$ cat src/rtl/fetch_stage.sv
// Instruction-fetch stage: PC register, next-PC selection and the IF/ID
// pipeline register, plus a count of instructions accepted into decode.
module fetch_stage #(
  parameter logic [31:0] RESET_PC  = 32'h0000_0000,
  parameter logic [31:0] NOP_INSTR = 32'h0000_0013
) (
  input  logic        clk,
  input  logic        rst,
  output logic [31:0] PCF,
  input  logic [31:0] InstrF,
  input  logic        PCSrcE,
  input  logic [31:0] PCTargetE,
  input  logic        StallF,
  input  logic        StallD,
  input  logic        FlushD,
  output logic [31:0] InstrD,
  output logic [31:0] PCD,
  output logic [31:0] PCPlus4D,
  output logic        ValidD,
  output logic [31:0] FetchCount
);

  logic [31:0] pc_plus4_f;
  logic [31:0] pc_next;
  logic        load_d;
  logic        unused_target_low;

  assign pc_plus4_f = PCF + 32'd4;
  // Low target bits are forced to zero, so they never reach the PC.
  assign unused_target_low = ^PCTargetE[1:0];
  assign load_d = !FlushD && !StallD;

  always_comb begin
    pc_next = pc_plus4_f;
    if (PCSrcE)      pc_next = {PCTargetE[31:2], 2'b00};
    else if (StallF) pc_next = PCF;
  end

  always_ff @(posedge clk) begin
    if (rst) PCF <= RESET_PC;
    else     PCF <= pc_next;
  end

  // Flush outranks stall: a squashed slot must never be held in decode.
  always_ff @(posedge clk) begin
    if (rst || FlushD) begin
      InstrD   <= NOP_INSTR;
      PCD      <= 32'd0;
      PCPlus4D <= 32'd0;
      ValidD   <= 1'b0;
    end else if (!StallD) begin
      InstrD   <= InstrF;
      PCD      <= PCF;
      PCPlus4D <= pc_plus4_f;
      ValidD   <= 1'b1;
    end
  end

  always_ff @(posedge clk) begin
    if (rst)         FetchCount <= 32'd0;
    else if (load_d) FetchCount <= FetchCount + 32'd1;
  end

endmodule

$ cat config.mk
export PLATFORM = sky130hd
export DESIGN_NAME = fetch_stage
export DESIGN_NICKNAME = d
export VERILOG_FILES = /design/src/rtl/fetch_stage.sv
export SDC_FILE = /design/constraint.sdc
export NUM_CORES = 1
export LEC_CHECK = 0
export CAP_MARGIN = 30
export CORE_MARGIN = 2
export CORE_UTILIZATION = 49
export DETAILED_ROUTE_END_ITERATION = 10
export PLACE_DENSITY = 0.85
export SLEW_MARGIN = 15
export SYNTH_ARGS = -nofsm -noshare
export SYNTH_HDL_FRONTEND = slang
export SYNTH_SLANG_ARGS = --single-unit
$ cat constraint.sdc
create_clock -name clk -period 3.7 [get_ports clk]
set_clock_uncertainty 0.1 [all_clocks]
set_input_delay 0.925 -clock clk [delete_from_list [all_inputs] [get_ports clk]]
set_output_delay 0.925 -clock clk [all_outputs]
set_load 0.01 [all_outputs]
# ---- After elaboration in Yosys (flattened, before gate mapping)
# Cells that the tools add are included.
dict set report classes {
  n_addsub 2
  n_eq_ne 1
  mux 2
  n_reduce_logical 5
}
# operator n
set ops {}
lappend ops {{2-to-1 mux 32 bit} 2}
lappend ops {{adder 32 x 1 -> 32 bit (second input constant)} 1}
lappend ops {{adder 32 x 3 -> 32 bit (second input constant)} 1}
lappend ops {{zero test 1 bit} 2}
lappend ops {{!= test 2 bit (second input constant)} 1}
lappend ops {{OR reduction 2 bit} 1}
lappend ops {{logical AND 1 bit} 1}
lappend ops {{logical OR 1 bit} 1}
dict set report totals {
  regBits 161
  inputBits 70
  output_inout_bits 161
  wordCells 17
}

# ---- Logic depth before layout (Yosys ltp)
# Gate-level depths: netlist of the first run.
dict set report logic_depth {
  ltp_word 3
  ltp_mapped 7
  mapped_depth_nobuf 6
}

# ---- Least setup slack after synthesis of the first run
# OpenSTA, ideal clock, no wires.
dict set report synth_path {
  kind {input-to-reg}
  from {in StallD}
  to {reg FetchCount[31]}
  setup_ns 0.128
  arrival_time_ns 2.209
  required_ns 3.472
  path_slack_ns 1.263
  cell_stages 6
  path_buffers 1
  cell_sequence {clkbuf_1 nor3b_1 nand4_1 nor4_1 xnor2_1 nor2_1}
}
dict set report synth_between {
  elab_chain_len 2
}
# element line_no
set synth_lines {}
lappend synth_lines {{start, declared} 14} ;# input logic StallD,
lappend synth_lines {{zero test 1 bit} --}
lappend synth_lines {{logical AND 1 bit} 31} ;# assign load_d = !FlushD && !StallD;
lappend synth_lines {{end signal, assigned} 61} ;# else if (load_d) FetchCount <= FetchCount + 32'd1;
lappend synth_lines {{end, declared} 20} ;# output logic [31:0] FetchCount
# No other way between the ends.
# A chain may end at the register's enable or synchronous reset.

# ---- Worst setup path in the final report of the first run
dict set report layout_path {
  from {in FlushD}
  to {reg FetchCount[26]}
}
dict set report layout_between {
  elab_chain_len 2
}
# element line_no
set layout_lines {}
lappend layout_lines {{start, declared} 15} ;# input logic FlushD,
lappend layout_lines {{zero test 1 bit} 31}
lappend layout_lines {{logical AND 1 bit} 31}
# No other way between the ends.

==> results of run 1 <==
sequential cells by signal, indices dropped and copies added (netlist names):
register and cells:
FetchCount 32, InstrD 32, ValidD 1, PCPlus4D 30, PCD 30, PCF 30
final cells by class:
class / count / area, um^2
clock buffer: 25 / 515
tap: 180 / 225
timing repair buffer: 237 / 2350
inverter: 10 / 37.5
sequential: 155 / 3100
multi-input combinational: 547 / 3400
clock inverter: 6 / 60.1
fill: 1039 / 4020
where the power goes:
part           switching, uW  internal, uW
clock                    662          1030
sequential              66.7          1720
combinational            194           240
total                    923          2990
cell usage after synthesis (5+ instances only):
cell,n,area [um^2]
a211oi_1,18,135
a21oi_1,39,195
and3_1,5,31.3
and4_1,10,87.6
buf_1,12,45.0
buf_4,7,52.6
clkbuf_1,40,150
dfxtp_1,155,3100
inv_1,9,33.8
mux2i_1,68,681
nand2_1,37,139
nand3_1,17,85.1
nand4_1,12,75.1
nor2_1,147,552
nor3_1,27,135
nor4_1,12,75.1
o21ai_0,29,145
or3_1,10,62.6
xnor2_1,55,482
xor2_1,20,175
through the flow:
stage	util, %	power, uW	setup WS [ns]	instance area [um^2]	hold slack, ns
final	70.7	3910	0.980	9700	0.384
after global placement	66.5	2250	0.627	9120	0.348
after global routing	70.7	4060	0.840	9700	0.409
after floorplan	-	2030	1.26	6830	0.395
after detailed placement	66.5	2260	0.588	9120	0.372
after CTS	70.7	3940	1.00	9700	0.387
layer usage:
metal,share of wire [%],vias to the layer above,global-route usage [%]
li1,-,3021,-
met1,42,2826,29.8
met2,49,199,42.3
met3,7.6,25,7.26
met4,1.6,0,7.61
met5,0,-,0
worst reg2reg max path: cells and delay by family (launching register included):
kind,cells,cell delay [ns]
simple gates,3,1.07
flops,1,0.46
fa+ha+maj,1,0.32
mux,1,0.22
buf+inv,1,0.18
compound gates,1,0.09
path summary, 6_finish.rpt:
kind,start,end,cells after the start
max reg2reg,PCF[3],PCF[26],7
min reg2reg,PCPlus4D[31],PCPlus4D[31],2
max,FlushD,FetchCount[26],6
min,PCPlus4D[31],PCPlus4D[31],2
logic make-up (layout without fill, tap and decap cells):
family	after synthesis	count (layout)	share of synthesized area, %
xor gates and xnor gates	75	75	9.65
DFF	155	155	45.6
and+or+nand+nor	300	300	21.5
buffers and inverters	75	278	4.72
adders and majority gates	2	2	0.367
muxes	68	68	10.0
AOI/OAI and AO/OA	96	96	8.14
other	1	6	0.0551
==> results.yml, run 1 <==
timing:
  fin_tns_setup_ns: 0
  max_slew_margin_pct: 47.3
  period_share_pct: 73.5
  max_freq_mhz: 368
  period_needed_ns: 2.72
  worstMarginPinSlew_ns: 0.790
  finalHoldViolations: 0
  rsz0062_at_grt: "no"
  slew_viol_final: 0
  setup_viol: 0
worst_setup_path:
  rrSetupSlack_ns: 1.12
  critPathSlowestCell: "clkdlybuf4s50_1"
  path_cells: "clkdlybuf4s50_1, and4bb_1, nand3_1, nor4_1, xnor2_1, nor2_1"
  crit_buf_inv: 1
  crit_type: "in2reg"
  crit_fanout: 10
  end_kind: "register"
  critPathLaunchType: "input port"
  worstPathRequired_ns: 3.88
  max_stage_delay_ns: 0.49
  crit_arrival_ns: 2.90
  cp_top_family: "simple AND/OR/NAND/NOR gates"
place:
  port_buffers: 222
  dp_cells: 1129
  globalplace.congestion: 0.825
  hpwlAfterDp_um: 12600
cells_and_area:
  nets: 1040
  most-common-layout-cells: "clkdlybuf4s50_1 (220), dfxtp_1 (155), nor2_1 (147)"
  antennaDiodeCount: 0
  layout_commonest_cell: "clkdlybuf4s50_1"
  final_cells: 1160
  layout-area-overhead-vs-synth_pct: 42.4
  layout-drive-gt1-share_pct: 5.71
global_route:
  grt_usage_pct: 24.7
  first_global_vias: 5730
  grt_max_degree: 76
  overflow: 0
  antenna_found_initial: 0
  grt_pass1_wl_um: 29000
routing:
  wl_per_cell_um: 15.9
  dr.pass1.iters: 4
  vias_per_cell: 5.23
  ant_nets: 0
  drt-initial-drc-count: 333
  route.detailed.drc: 0
  vias: 6071
  wirelength_um: 18400
logic_synthesis:
  synthDistinctLibCells: 46
  synthCells: 772
  yosysSeqAreaShare_pct: 45.6
  synthArstFlopShare_pct: 0
  yosysWarnings: 0
  synth-seq-cells: 155
  synth-main-ff-cell: "dfxtp_1"
  synthesis.area_um2: 6810
  syn_area_per_cell_um2: 8.82
  synth_edf_count: 0
die:
  die_w_um: 122
  row_count: 43
  die-area_um2: 14900
  die_h_um: 122
  core-area_um2: 13700
  ioPinCount: 231
  initial_core_util_pct: 49.6
outcome:
  status: "complete, no violations"
pwr:
  leakagePower_uw: 0.00352
  p_per_area_nw_per_um2: 403
  vdd_drop_max_v: 0.000271
clock_tree:
  clkLatencyLatePin_ns: 0.42
  clk_pin_slew_ns: 0.06
  cts_buffer_depth: 2
  tritoncts: "built"
  cts_resized: 0
  cts_num_sinks: 155
  cts_hold_buf: 0
  cts_buffers: 17
  cts_setup_buffers: 0
  h-tree-depth: 4
  cts_root_buffer: "clkbuf_16"
min_path:
  worst_hold_path_type: "reg2reg"
job:
  drv_cap: 0
Power figures use the tool's default switching activity.
==> inputs of run 2 (changes only) <==
--- a/config.mk
+++ b/config.mk
@@ -7,9 +7,9 @@
 export LEC_CHECK = 0
 export CAP_MARGIN = 30
 export CORE_MARGIN = 2
-export CORE_UTILIZATION = 49
+export CORE_UTILIZATION = 41
 export DETAILED_ROUTE_END_ITERATION = 10
-export PLACE_DENSITY = 0.85
+export PLACE_DENSITY = 0.76
 export SLEW_MARGIN = 15
 export SYNTH_ARGS = -nofsm -noshare
 export SYNTH_HDL_FRONTEND = slang
==> constraint.sdc (replaced) <==
create_clock -name clk -period 2.4 [get_ports clk]
set_clock_uncertainty 0.1 [all_clocks]
set_input_delay 0.6 -clock clk [delete_from_list [all_inputs] [get_ports clk]]
set_output_delay 0.6 -clock clk [all_outputs]
set_load 0.01 [all_outputs]
==> results.yml, run 2 (synthesis results as in run 1) <==
outcome:
  status: "complete, no violations"
worst_setup_path:
  crit_arrival_ns: 1.57
  worstPathRequired_ns: 1.70
  critPathLaunchType: "register"
  path_cells: "clkdlybuf4s50_1"
  end_kind: "primary output"
  crit_type: "reg2out"
  max_stage_delay_ns: 0.61
  crit_fanout: 10
  crit_buf_inv: 1
  cp_top_family: "buffers and inverters"
  critPathSlowestCell: "clkdlybuf4s50_1"
die:
  die_h_um: 133
  ioPinCount: 231
  row_count: 47
  die-area_um2: 17700
  core-area_um2: 16400
  initial_core_util_pct: 41.5
  die_w_um: 133
clock_tree:
  tritoncts: "built"
  cts_buffer_depth: 2
  h-tree-depth: 4
  cts_buffers: 17
  clkLatencyLatePin_ns: 0.42
  cts_num_sinks: 155
  clk_pin_slew_ns: 0.06
  cts_root_buffer: "clkbuf_16"
  cts_resized: 0
  cts_hold_buf: 0
  cts_setup_buffers: 0
cells_and_area:
  antennaDiodeCount: 0
  multiInputGateArea_um2: 3400
  fin_util_pct: 61.0
  fillers: 1441
  layout_commonest_cell: "clkdlybuf4s50_1"
  most-common-layout-cells: "clkdlybuf4s50_1 (220), dfxtp_1 (155), nor2_1 (147)"
  reg_top3: "FetchCount x32, InstrD x32"
  layout-drive-gt1-share_pct: 8.89
  nets: 1071
  ff_latch_area_um2: 3100
  layout-area-overhead-vs-synth_pct: 47.0
timing:
  period_share_pct: 94.6
  rsz0062_at_grt: "no"
  finalHoldViolations: 0
  period_needed_ns: 2.27
  holdWs_ns: 0.379
  max_slew_margin_pct: 47.4
  worstMarginPinSlew_ns: 0.789
  max_freq_mhz: 440
  slew_viol_final: 0
  setup_viol: 0
job:
  drv_cap: 0
global_route:
  grt_usage_pct: 21.4
  overflow: 0
  busiest_layer: "met2"
  grt.met3_usage_pct: 5.90
  grt_util_met2_pct: 36.5
  grt_pass1_wl_um: 30600
  first_global_vias: 5985
  antenna_found_initial: 0
  grt_max_degree: 50
  grt_use_met1_pct: 26.0
routing:
  wirelength_um: 19000
  drt-initial-drc-count: 368
  vias: 6219
  dr.pass1.iters: 4
  vias_per_cell: 5.05
  route.detailed.drc: 0
  ant_nets: 0
  wl_per_cell_um: 15.4
min_path:
  worst_hold_path_type: "reg2reg"
pwr:
  p_sw_uw: 1510
  seqPwrFrac_pct: 43.6
  leakagePower_uw: 0.00369
  swShare_pct: 24.1
  p_int_uw: 4750
  pwr-share-clk_pct: 44.8
  comb_power_share_pct: 11.6
  p_per_area_nw_per_um2: 626
  vdd_drop_max_v: 0.000506
place:
  port_buffers: 222
  globalplace.congestion: 0.848
  hpwlAfterDp_um: 13400
run 2: cell count changes in the layout (fill, tap and decap cells not counted):
cell	delta
inv_6	+2
buf_4	+32
buf_12	-1
clkbuf_8	-4
clkbuf_1	-2
clkinv_4	+1
inv_8	+1
bufinv_16	+2
clkinvlp_4	+1
run 2: metrics by stage:
step / area [um^2] / instances / TNS, ns / power (uW) / worst slack, ns
finish: 10000 / 1232 / 0 / 6270 / 0.129
detailed placement: 9390 / 1200 / -0.00250 / 3520 / -0.00128
global placement: 9390 / 1200 / 0 / 3510 / 0.0112
floorplan: 6830 / 777 / 0 / 3130 / 0.0178
CTS: 10000 / 1232 / 0 / 6330 / 0.107
global route: 10000 / 1232 / 0 / 6500 / 0.0589
run 2: power groups by stage:
stage	sequential (uW)	combinational [uW]	clock, uW
CTS	2730	734	2870
global route	2740	785	2970
detailed placement	2790	730	0
global placement	2780	723	0
floorplan	2810	318	0
finish	2730	729	2800
run 2: worst paths after layout:
path,from,end,slack (ns),depth (start not counted)
worst max-delay path,PCF[18],PCF[18],0.13,1
worst min-delay path,InstrD[4],InstrD[4],0.38,2
worst max register to register,PCF[3],PCF[31],0.25,6
worst min register to register,InstrD[4],InstrD[4],0.38,2
run 2: layout make-up:
| type | instances | share of cell area, % |
|---|---|---|
| multi-input cells | 547 | 34.0 |
| flip-flops and latches | 155 | 31.0 |
| repair buffers | 268 | 25.7 |
| clock buffers | 19 | 4.52 |
| well taps | 220 | 2.75 |
| clock inverters | 13 | 1.65 |
| inverters | 10 | 0.375 |
run 2: routing by layer:
layer / vias to the layer above / routed length [um]
li1: 3075 / -
met1: 2950 / 8310
met2: 168 / 9210
met3: 26 / 1140
met4: 0 / 340
met5: - / 0
==> inputs of run 3 (changes only) <==
--- a/config.mk
+++ b/config.mk
@@ -10,6 +10,7 @@
 export CORE_UTILIZATION = 41
 export DETAILED_ROUTE_END_ITERATION = 10
 export PLACE_DENSITY = 0.76
+export REMOVE_ABC_BUFFERS = 1
 export SLEW_MARGIN = 15
 export SYNTH_ARGS = -nofsm -noshare
 export SYNTH_HDL_FRONTEND = slang
==> results.yml, run 3 (synthesis results as in run 1) <==
cells_and_area:
  nets: 1072
  reg_top3: "FetchCount x32, InstrD x32"
  layout-area-overhead-vs-synth_pct: 47.6
  layout-drive-gt1-share_pct: 8.89
  layout_commonest_cell: "clkdlybuf4s50_1"
  ff_latch_area_um2: 3100
  stdcell_area_um2: 10000
  fillers: 1401
  final_cells: 1232
  antennaDiodeCount: 0
  multiInputGateArea_um2: 3400
  most-common-layout-cells: "clkdlybuf4s50_1 (220), dfxtp_1 (155), nor2_1 (147)"
worst_setup_path:
  crit_buf_inv: 1
  max_stage_delay_ns: 0.61
  crit_path_start: "PCF[18]"
  r2r-start: "PCF[2]"
  crit_fanout: 10
  crit_type: "reg2out"
  worstPathRequired_ns: 1.70
  cp_top_family: "buffers and inverters"
  critPathLaunchType: "register"
  rrSetupSlack_ns: 0.16
  path_cells: "clkdlybuf4s50_1"
  end_kind: "primary output"
  critPathSlowestCell: "clkdlybuf4s50_1"
  crit_arrival_ns: 1.57
routing:
  wl_per_cell_um: 15.3
  route.detailed.drc: 0
  ant_nets: 0
  drt-initial-drc-count: 281
  vias: 6150
  vias_per_cell: 4.99
  wirelength_um: 18800
  dr.pass1.iters: 4
place:
  dp_cells: 1201
  place_area_um2: 9420
  port_buffers: 222
  globalplace.congestion: 0.814
  hpwlAfterDp_um: 13400
global_route:
  grt_max_degree: 77
  overflow: 0
  antenna_found_initial: 0
  grt_usage_pct: 21.4
  grt_pass1_wl_um: 30400
  first_global_vias: 5898
clock_tree:
  h-tree-depth: 4
  cts_setup_buffers: 0
  clkLatencyLatePin_ns: 0.42
  cts_hold_buf: 0
  cts_resized: 0
  tritoncts: "built"
  cts_num_sinks: 155
  cts_buffers: 17
  cts_root_buffer: "clkbuf_16"
  cts_buffer_depth: 2
  clk_pin_slew_ns: 0.06
die:
  row_count: 47
  ioPinCount: 231
  initial_core_util_pct: 41.5
  die_h_um: 133
  die-area_um2: 17700
  core-area_um2: 16400
  die_w_um: 133
pwr:
  vdd_drop_max_v: 0.000475
  leakagePower_uw: 0.00370
  p_per_area_nw_per_um2: 628
timing:
  finalHoldViolations: 0
  worstMarginPinSlew_ns: 0.525
  slew_viol_final: 0
  rsz0062_at_grt: "no"
  max_freq_mhz: 441
  period_needed_ns: 2.27
  max_slew_margin_pct: 64.8
  period_share_pct: 94.5
  setup_viol: 0
min_path:
  min_from: "InstrD[1]"
  worst_hold_path_type: "reg2reg"
job:
  drv_cap: 0
outcome:
  status: "complete, no violations"
[run 3: cell types whose count changed in the layout (fill, tap and decap cells not counted), sizes merged]
cell | before | now
inv | 12 | 9
clkinv | 5 | 6
buf | 48 | 49
bufinv | 3 | 4
[run 3: path summary, 6_finish.rpt]
kind,endpoint,depth (start not counted)
worst min register to register,InstrD[1],2
worst max register to register,PCF[31],6
worst min-delay path,InstrD[1],2
worst max-delay path,PCF[18],1
[run 3: through the flow]
step	total power (uW)	TNS [ns]	worst slack, ns	hold slack (ns)	utilization, %
6_report	6310	0	0.133	0.377	61.2
5_1_grt	6560	0	0.0390	0.406	61.2
4_1_cts	6380	0	0.0926	0.381	61.2
3_5_place_dp	3520	-0.0280	-0.0216	0.367	57.4
3_3_place_gp	3520	0	0.0366	0.354	57.4
2_1_floorplan	3060	0	0.0619	0.395	-
[run 3: area by class of cell]
class                      count  share of cell area, %
clock buffer                  19                   4.51
clock inverter                12                   1.71
inverter                      10                  0.374
multi-input combinational    547                   33.9
sequential                   155                   30.9
tap                          220                   2.74
timing repair buffer         269                   25.9
[run 3: worst min-delay path: cells and delay by family, from the launching register on]
kind,cells,cell delay (ns)
flops,1,0.32
mux,1,0.07
simple gates,1,0.06
[run 3: power breakdown]
group | total (uW) | switching [uW] | internal [uW]
Sequential | 2720 | 68.1 | 2660
Clock | 2850 | 1060 | 1780
Combinational | 743 | 339 | 403
[run 3: layer usage]
metal,vias up,part of all wire (%),GRT usage (%)
li1,3085,-,-
met1,2859,45,26.9
met2,182,46,34.6
met3,24,7.3,7.09
met4,0,1.7,6.93
met5,-,0,0
